`src/rtl/urt_rx_edge_bit_sampler.sv`:
```
// UART RX front end: oversampled edge/bit counters and a 3-sample majority vote per bit.
// Optional URT_RX_SYNC_EN: RX_IN_SAMPLER goes through a 2-flop synchronizer (+2 clocks latency).
module urt_rx_edge_bit_sampler #(
    parameter int BIT_CNT_W = 4
) (
    input  logic                 CLK_SAMPLER,
    input  logic                 RST_SAMPLER,
    input  logic                 RX_IN_SAMPLER,
    input  logic [4:0]           Prescale_SAMPLER,
    input  logic                 cnt_en_SAMPLER,
    input  logic                 samp_en_SAMPLER,
    output logic [3:0]           edge_cnt_SAMPLER,
    output logic [BIT_CNT_W-1:0] bit_cnt_SAMPLER,
    output logic                 sampled_bit_SAMPLER,
    output logic                 sample_valid_SAMPLER,
    output logic                 prescale_err_SAMPLER
);

    function automatic logic maj3(input logic a, input logic b, input logic c);
        return (a & b) | (a & c) | (b & c);
    endfunction

    logic [3:0]           edge_cnt_r;
    logic [BIT_CNT_W-1:0] bit_cnt_r;
    logic                 sampled_bit_r;
    logic                 sample_valid_r;
    logic                 prescale_err_r;
    logic                 s0_r;
    logic                 s1_r;
    logic [1:0]           arm_r;
    logic                 rx_s;

    logic [4:0]           half_s;
    logic [4:0]           edge5_s;
    logic                 wrap_s;
    logic                 active_s;
    logic                 at_s0_s;
    logic                 at_s1_s;
    logic                 at_vote_s;

`ifdef URT_RX_SYNC_EN
    logic [1:0]           sync_r;

    // Two-stage synchronizer for the asynchronous serial line, idle-high reset value
    always_ff @(posedge CLK_SAMPLER or negedge RST_SAMPLER) begin
        if (!RST_SAMPLER) begin
            sync_r <= 2'b11;
        end else begin
            sync_r <= {sync_r[0], RX_IN_SAMPLER};
        end
    end

    assign rx_s = sync_r[1];
`else
    assign rx_s = RX_IN_SAMPLER;
`endif

    // Sample-point decode; 5-bit compares keep Prescale-1 and H+1 free of overflow
    always_comb begin
        half_s    = {1'b0, Prescale_SAMPLER[4:1]};
        edge5_s   = {1'b0, edge_cnt_r};
        wrap_s    = (edge5_s >= (Prescale_SAMPLER - 5'd1));
        active_s  = samp_en_SAMPLER & cnt_en_SAMPLER & ~prescale_err_r;
        at_s0_s   = (edge5_s == (half_s - 5'd1));
        at_s1_s   = (edge5_s == half_s);
        at_vote_s = (edge5_s == (half_s + 5'd1));
    end

    // Registered Prescale legality flag
    always_ff @(posedge CLK_SAMPLER or negedge RST_SAMPLER) begin
        if (!RST_SAMPLER) begin
            prescale_err_r <= 1'b0;
        end else begin
            prescale_err_r <= !((Prescale_SAMPLER == 5'd8) || (Prescale_SAMPLER == 5'd16));
        end
    end

    // Edge and bit counters; clear has priority over wrap, bit counter saturates
    always_ff @(posedge CLK_SAMPLER or negedge RST_SAMPLER) begin
        if (!RST_SAMPLER) begin
            edge_cnt_r <= 4'd0;
            bit_cnt_r  <= '0;
        end else if (prescale_err_r || !cnt_en_SAMPLER) begin
            edge_cnt_r <= 4'd0;
            bit_cnt_r  <= '0;
        end else if (wrap_s) begin
            edge_cnt_r <= 4'd0;
            if (bit_cnt_r != {BIT_CNT_W{1'b1}}) begin
                bit_cnt_r <= bit_cnt_r + {{(BIT_CNT_W-1){1'b0}}, 1'b1};
            end else begin
                bit_cnt_r <= bit_cnt_r;
            end
        end else begin
            edge_cnt_r <= edge_cnt_r + 4'd1;
            bit_cnt_r  <= bit_cnt_r;
        end
    end

    // Majority sampler; arm_r tracks an unbroken S0->S1->vote run so an interrupted bit never votes
    always_ff @(posedge CLK_SAMPLER or negedge RST_SAMPLER) begin
        if (!RST_SAMPLER) begin
            s0_r           <= 1'b1;
            s1_r           <= 1'b1;
            arm_r          <= 2'b00;
            sampled_bit_r  <= 1'b1;
            sample_valid_r <= 1'b0;
        end else begin
            sample_valid_r <= 1'b0;
            if (!active_s) begin
                arm_r <= 2'b00;
            end else if (at_s0_s) begin
                s0_r  <= rx_s;
                arm_r <= 2'b01;
            end else if (at_s1_s) begin
                s1_r  <= rx_s;
                arm_r <= {arm_r[0], 1'b0};
            end else if (at_vote_s) begin
                if (arm_r[1]) begin
                    sampled_bit_r  <= maj3(s0_r, s1_r, rx_s);
                    sample_valid_r <= 1'b1;
                end else begin
                    sampled_bit_r  <= sampled_bit_r;
                end
                arm_r <= 2'b00;
            end else begin
                arm_r <= arm_r;
            end
        end
    end

    assign edge_cnt_SAMPLER     = edge_cnt_r;
    assign bit_cnt_SAMPLER      = bit_cnt_r;
    assign sampled_bit_SAMPLER  = sampled_bit_r;
    assign sample_valid_SAMPLER = sample_valid_r;
    assign prescale_err_SAMPLER = prescale_err_r;

endmodule
```
`config.mk`:
```
export PLATFORM = sky130hd
export DESIGN_NAME = urt_rx_edge_bit_sampler
export DESIGN_NICKNAME = d
export VERILOG_FILES = /design/src/rtl/urt_rx_edge_bit_sampler.sv
export SDC_FILE = /design/constraint.sdc
export NUM_CORES = 1
export LEC_CHECK = 0
export CORE_MARGIN = 5
export CORE_UTILIZATION = 51
export DETAILED_ROUTE_END_ITERATION = 6
export PLACE_DENSITY = 0.8
export SETUP_SLACK_MARGIN = 0.4
export SYNTH_ARGS = -nofsm -noshare
export SYNTH_HDL_FRONTEND = slang
export SYNTH_SLANG_ARGS = --single-unit
export TNS_END_PERCENT = 10
```
`constraint.sdc`:
```
create_clock -name CLK_SAMPLER -period 2.39 [get_ports CLK_SAMPLER]
set_input_delay 0.717 -clock CLK_SAMPLER [delete_from_list [all_inputs] [get_ports CLK_SAMPLER]]
set_output_delay 0.717 -clock CLK_SAMPLER [all_outputs]
set_load 0.005 [all_outputs]
```
Yosys cells after proc, flatten, opt, wreduce, memory -nomap -nowiden
Cells that the tools add are included.
{"block": "classes", "order_cmp": 1, "n_bitwise": 10, "mul": 0, "n_mux": 14, "n_eq_ne": 7, "reduce_logical": 10, "div_mod_pow": 0, "shift": 0, "n_addsub": 5}
{"op": "4-bit 2-to-1 mux", "count": 5}
{"op": "4-bit by 5-bit equality test with 1-bit output", "count": 2}
{"op": "4-bit by 1-bit adder with 4-bit output, second input constant", "count": 2}
{"op": "2-bit 2-to-1 mux", "count": 4}
{"op": "4-bit by 1-bit adder with 5-bit output, second input constant", "count": 1}
{"op": "1-bit bitwise AND", "count": 5}
{"op": "5-bit by 4-bit equality test with 1-bit output, second input constant", "count": 1}
{"op": "5-bit equality test, second input constant", "count": 1}
{"op": "4-bit by 5-bit greater-or-equal comparator with 1-bit output", "count": 1}
{"op": "1-bit 2-to-1 mux", "count": 5}
{"op": "5-bit AND reduction", "count": 1}
{"op": "4-bit by 1-bit subtractor with 5-bit output, second input constant", "count": 1}
{"op": "5-bit by 1-bit subtractor with 5-bit output, second input constant", "count": 1}
{"op": "4-bit equality test", "count": 1}
{"op": "4-bit by 1-bit != test with 1-bit output, second input constant", "count": 1}
{"op": "4-bit != test, second input constant", "count": 1}
{"op": "2-bit AND reduction", "count": 2}
{"op": "2-bit nonzero test", "count": 2}
{"op": "1-bit inverter", "count": 3}
{"op": "3-bit AND reduction", "count": 1}
{"op": "1-bit zero test", "count": 2}
{"op": "1-bit logical OR", "count": 2}
{"op": "1-bit bitwise OR", "count": 2}
{"block": "word_totals", "latch_bits": 0, "mem_bits_rw": 0, "word_cells": 55, "out_inout_bits": 11, "mem_bits_ro": 0, "regBits": 15, "mem_count": 0}

Depth between registers and ports, before layout
Gate-level depths: netlist of the first run.
{"block": "depth", "ltp_word": 6, "depth_mapped": 12, "mapped_depth_nobuf": 10}

Least setup slack after synthesis of the first run
OpenSTA, ideal clock, no wires.
{"block": "synth_path", "path_type": "input-to-reg", "from": "input Prescale_SAMPLER[2]", "to": "register bit_cnt_r[2] (netlist: bit_cnt_SAMPLER[2])", "t_arrival_ns": 2.647, "required_time_ns": 2.291, "setup_ns": 0.099, "cell_stages": 12, "setup_slack_ns": -0.356, "cell_sequence": "clkbuf_1 inv_1 ha_1 nand2_1 nand2_1 xor2_1 ha_1 a21oi_1 o21ai_0 and2_1 clkbuf_1 a311oi_1"}
{"block": "synth_between", "elab_chain_cells": 4}
{"item": "from (decl)", "line": "9", "source": "input logic [4:0] Prescale_SAMPLER,"}
{"item": "5-bit by 1-bit subtractor with 5-bit output", "line": "62", "source": "wrap_s = (edge5_s >= (Prescale_SAMPLER - 5'd1));"}
{"item": "4-bit by 5-bit greater-or-equal comparator with 1-bit output", "line": "62"}
{"item": "2-bit nonzero test (no source line)"}
{"item": "2-bit AND reduction (no source line)"}
{"item": "to (signal assigned)", "line": "89", "source": "bit_cnt_r <= bit_cnt_r + {{(BIT_CNT_W-1){1'b0}}, 1'b1};"}
{"item": "to (signal assigned)", "line": "91", "source": "bit_cnt_r <= bit_cnt_r;"}
{"item": "to (signal assigned)", "line": "95", "source": "bit_cnt_r <= bit_cnt_r;"}
{"item": "to (decl)", "line": "24", "source": "logic [BIT_CNT_W-1:0] bit_cnt_r;"}
Every way passes these cells.
A chain may end at the register's enable or synchronous reset.

Final worst setup path of the first run
{"block": "layout_path", "from": "input Prescale_SAMPLER[2]", "to": "register s0_r"}
{"block": "layout_between", "elab_chain_cells": 3}
{"item": "4-bit by 1-bit subtractor with 5-bit output", "line": "64", "source": "at_s0_s = (edge5_s == (half_s - 5'd1));"}
{"item": "4-bit by 5-bit equality test with 1-bit output", "line": "64"}
{"item": "2-bit AND reduction (no source line)"}
{"item": "to (signal assigned)", "line": "112", "source": "s0_r <= rx_s;"}
{"item": "to (decl)", "line": "28", "source": "logic s0_r;"}
Every way passes these cells.

==> run metrics, run 1 <==
final hold violations 0; Final Net Count between 150 and 200; initial antenna violation count 0; maximum clock frequency between 400 and 500 MHz; synthesized netlist cell count around 110; diode count 0; Via-to-Cell Ratio ~5.9; Hold EP arm_r[0]; final core occ 0.849; Initial Utilization 0.544; Crit Path Class input port to flop; Critical path origin Prescale_SAMPLER[2]; crit end category flop; global route total overflow 0; largest family of logic cells by synthesized area simple AND/OR/NAND/NOR gates; post-place setup slack -585 ps; die area approximately 3200 sq um; Logic pwr share 0.283; # fillers approximately 110; synthesized area between 1000 and 1500 sq um; first-pass GRT wire length 4330 microns; Longest Clk Path Bufs 2; share of the synthesized area in the top cell type 0.276; mean post-synth cell area roughly 10 sq um; Die Height 56.2 microns; WL/cell 18.6 microns; fin crit share 0.884; RSZ-0062 raised after global routing yes; syn_nets 130; DP HPWL 1980 microns; CP Cell Sequence buf_12, inv_8, ha_4, xnor2_1, buf_4, nor4_4, nand3_1, mux2_4; Synth Area in Compound Gates 0.107; Yosys top cell by area dfrtp_1; multi-input combinational cell area between 800 and 900 sq um; Root Driver clkbuf_4; simple-gate area share of the yosys netlist 0.216; largest net degree at the start of global routing 16; CTS tree yes; worst min path class flop to flop; routability cong. 0.776; Pint about 400 uW; routed wire length roughly 3300 microns; hold depth 2; Core ar. 2000 sq um; Final Worst Setup Slack roughly 280 ps; top-count cell post-synth dfrtp_1; Rel. slew slack 0.545; ranking of synthesized cells by area dfrtp_1 28%, ha_1 13%, dfstp_2 7.2%, xnor2_1 7.2%, mux2_1 3.1%; Iteration-0 DRC Markers 53; clk_skew approximately 0.82 ps; Top-Level Pins 21; Yosys cell types 37; sequential area share after synthesis 0.348; setup violators final 0; CP top delay family simple AND/OR/NAND/NOR gates; FF+latch area about 380 sq um; switching share of power 0.293; # rows 16; drt pass-1 iters 4; max incr delay on CP 400 ps; synth warn 0; R2R depth 6; post-synthesis adder-cell area fraction 0.136; Port Buf Inserts 20; Num CTS Buffers 3; NetSw 168 uW; number of synthesized register bits 15; ys flop type dfrtp_1; CP Max Fanout 4; worst path required time approximately 2600 ps; post-route minimum period ~2100 ps; # DRC 0; Layout area overhead 56.1%; worst skew pair latency approximately 290 ps; setup TNS 0 ps; clk sinks 15; H-tree Lvls 1; measured slew at the worst slew-check pin roughly 700 ps; status finished clean; async set or reset register ratio after synthesis 1.00; Power Density between 300 and 400 nW/um^2; post-route ant nets 0; overall power approximately 570 uW; Vias about 1100; crit path DAT 2340 ps; Post-Synth XOR/XNOR Area 0.126; FF-to-FF Start edge_cnt_SAMPLER[2]; vias in the first global route about 950; Clock Power Share 0.264; CTS Hold Bufs 0; commonest cells in the netlist 12 x dfrtp_1, 11 x ha_1, 9 x xnor2_1; Final Max Tran Viols 0; All-Layer GR Usage 0.171; Worst Path Buf+Inv 3; Die W 56.2 microns; layout cell share with drive strength beyond 1 0.454; Reg power frac 0.452; MaxCap Viol Count 0; CP max-delay cell nor4_4; Post-synth EDFFs 0; min-delay src arm_r[0]; r2r setup slk approximately 390 ps; mux contribution to synthesized area 0.0310; VDD IR-drop max between 0.0002 and 0.0003 V; clock slew at reported path FFs roughly 90 ps; leakage between 0.6 and 0.7 nW; crit path launch type input port; r2r endpoint s0_r
-- logic make-up after synthesis --
kind of cell / count (synthesis)
AO/OA/AOI/OAI: 18
buffers and inverters: 9
AND/OR/NAND/NOR: 38
adder cells (fa/ha/maj): 12
XOR/XNOR: 14
flip-flops: 15
multiplexers: 3
-- layout by cell type (no fill, tap or decap), types with 5 or more instances in the layout --
cell             count
xnor2_1              7
ha_1                 7
clkdlybuf4s50_1     15
dfrtp_1             10
nor3_1               5
buf_4               19
nand3_1              5
-- power by group through the flow --
stage	Clock (mW)	Combinational, mW	Sequential (mW)
2_1_floorplan	0	0.0721	0.263
3_3_place_gp	0	0.121	0.264
3_5_place_dp	0	0.125	0.264
4_1_cts	0.150	0.137	0.259
5_1_grt	0.169	0.173	0.260
6_report	0.152	0.163	0.260
-- sequential cells by signal (all words and copies together) (netlist names) --
register,count
bit_cnt_SAMPLER,4
edge_cnt_SAMPLER,4
sampled_bit_SAMPLER,1
s0_r,1
sample_valid_SAMPLER,1
s1_r,1
arm_r,2
prescale_err_SAMPLER,1
-- metal layers --
| metal | vias to the layer above | wire, microns | share of wire | global-route usage |
|---|---|---|---|---|
| li1 | 478 | - | - | - |
| met1 | 529 | 1330 | 0.40 | 0.218 |
| met2 | 34 | 1790 | 0.54 | 0.297 |
| met3 | 12 | 137 | 0.041 | 0.0510 |
| met4 | 0 | 82 | 0.025 | 0.0102 |
| met5 | - | 0 | 0 | 0 |
-- what timing repair did --
action | 4_1_cts | 5_1_grt
pin swaps | 17 | 20
endpoints found under the setup margin | 19 | 21
gates resized for setup | 34 | 30
buffers inserted | 4 | 3
-- final cells by class --
class                      instances  area share
inverter                           5      0.0199
timing repair buffer              43       0.228
multi-input combinational         85       0.492
tap                               27      0.0199
clock buffer                       4      0.0155
sequential                        15       0.225
-- tightest hold or removal path, delay by kind of cell (launching register included) --
| kind | cells | cell delay [ps] |
|---|---|---|
| flip-flops | 1 | 350 |
| AO/OA/AOI/OAI | 1 | 80 |
| AND/OR/NAND/NOR | 1 | 80 |
-- worst max-delay path by stage --
stage	slack (ps)	to	depth (start not counted)
global placement	-530	bit_cnt_SAMPLER[0]	11
finish	280	s0_r	8
floorplan	-6	bit_cnt_SAMPLER[2]	12
CTS	320	s0_r	7
detailed placement	-580	bit_cnt_SAMPLER[0]	11
global route	260	s0_r	8
-- per-stage QoR --
| stage | cells | hold slack (ps) | area (sq um) |
|---|---|---|---|
| final | 179 | 557 | 1700 |
| after global routing | 179 | 586 | 1700 |
| after CTS | 176 | 543 | 1560 |
| after detailed placement | 168 | 520 | 1460 |
| after global placement | 168 | 518 | 1460 |
| after floorplan | 109 | 421 | 1150 |
Note: power is estimated with default switching activity, not from simulation.
==> run 2, diff against run 1 <==
GPL_ROUTABILITY_DRIVEN = 0   (was not set)
==> results of run 2 <==
No change in the layout: final DEF, timing and power equal those of run 1.
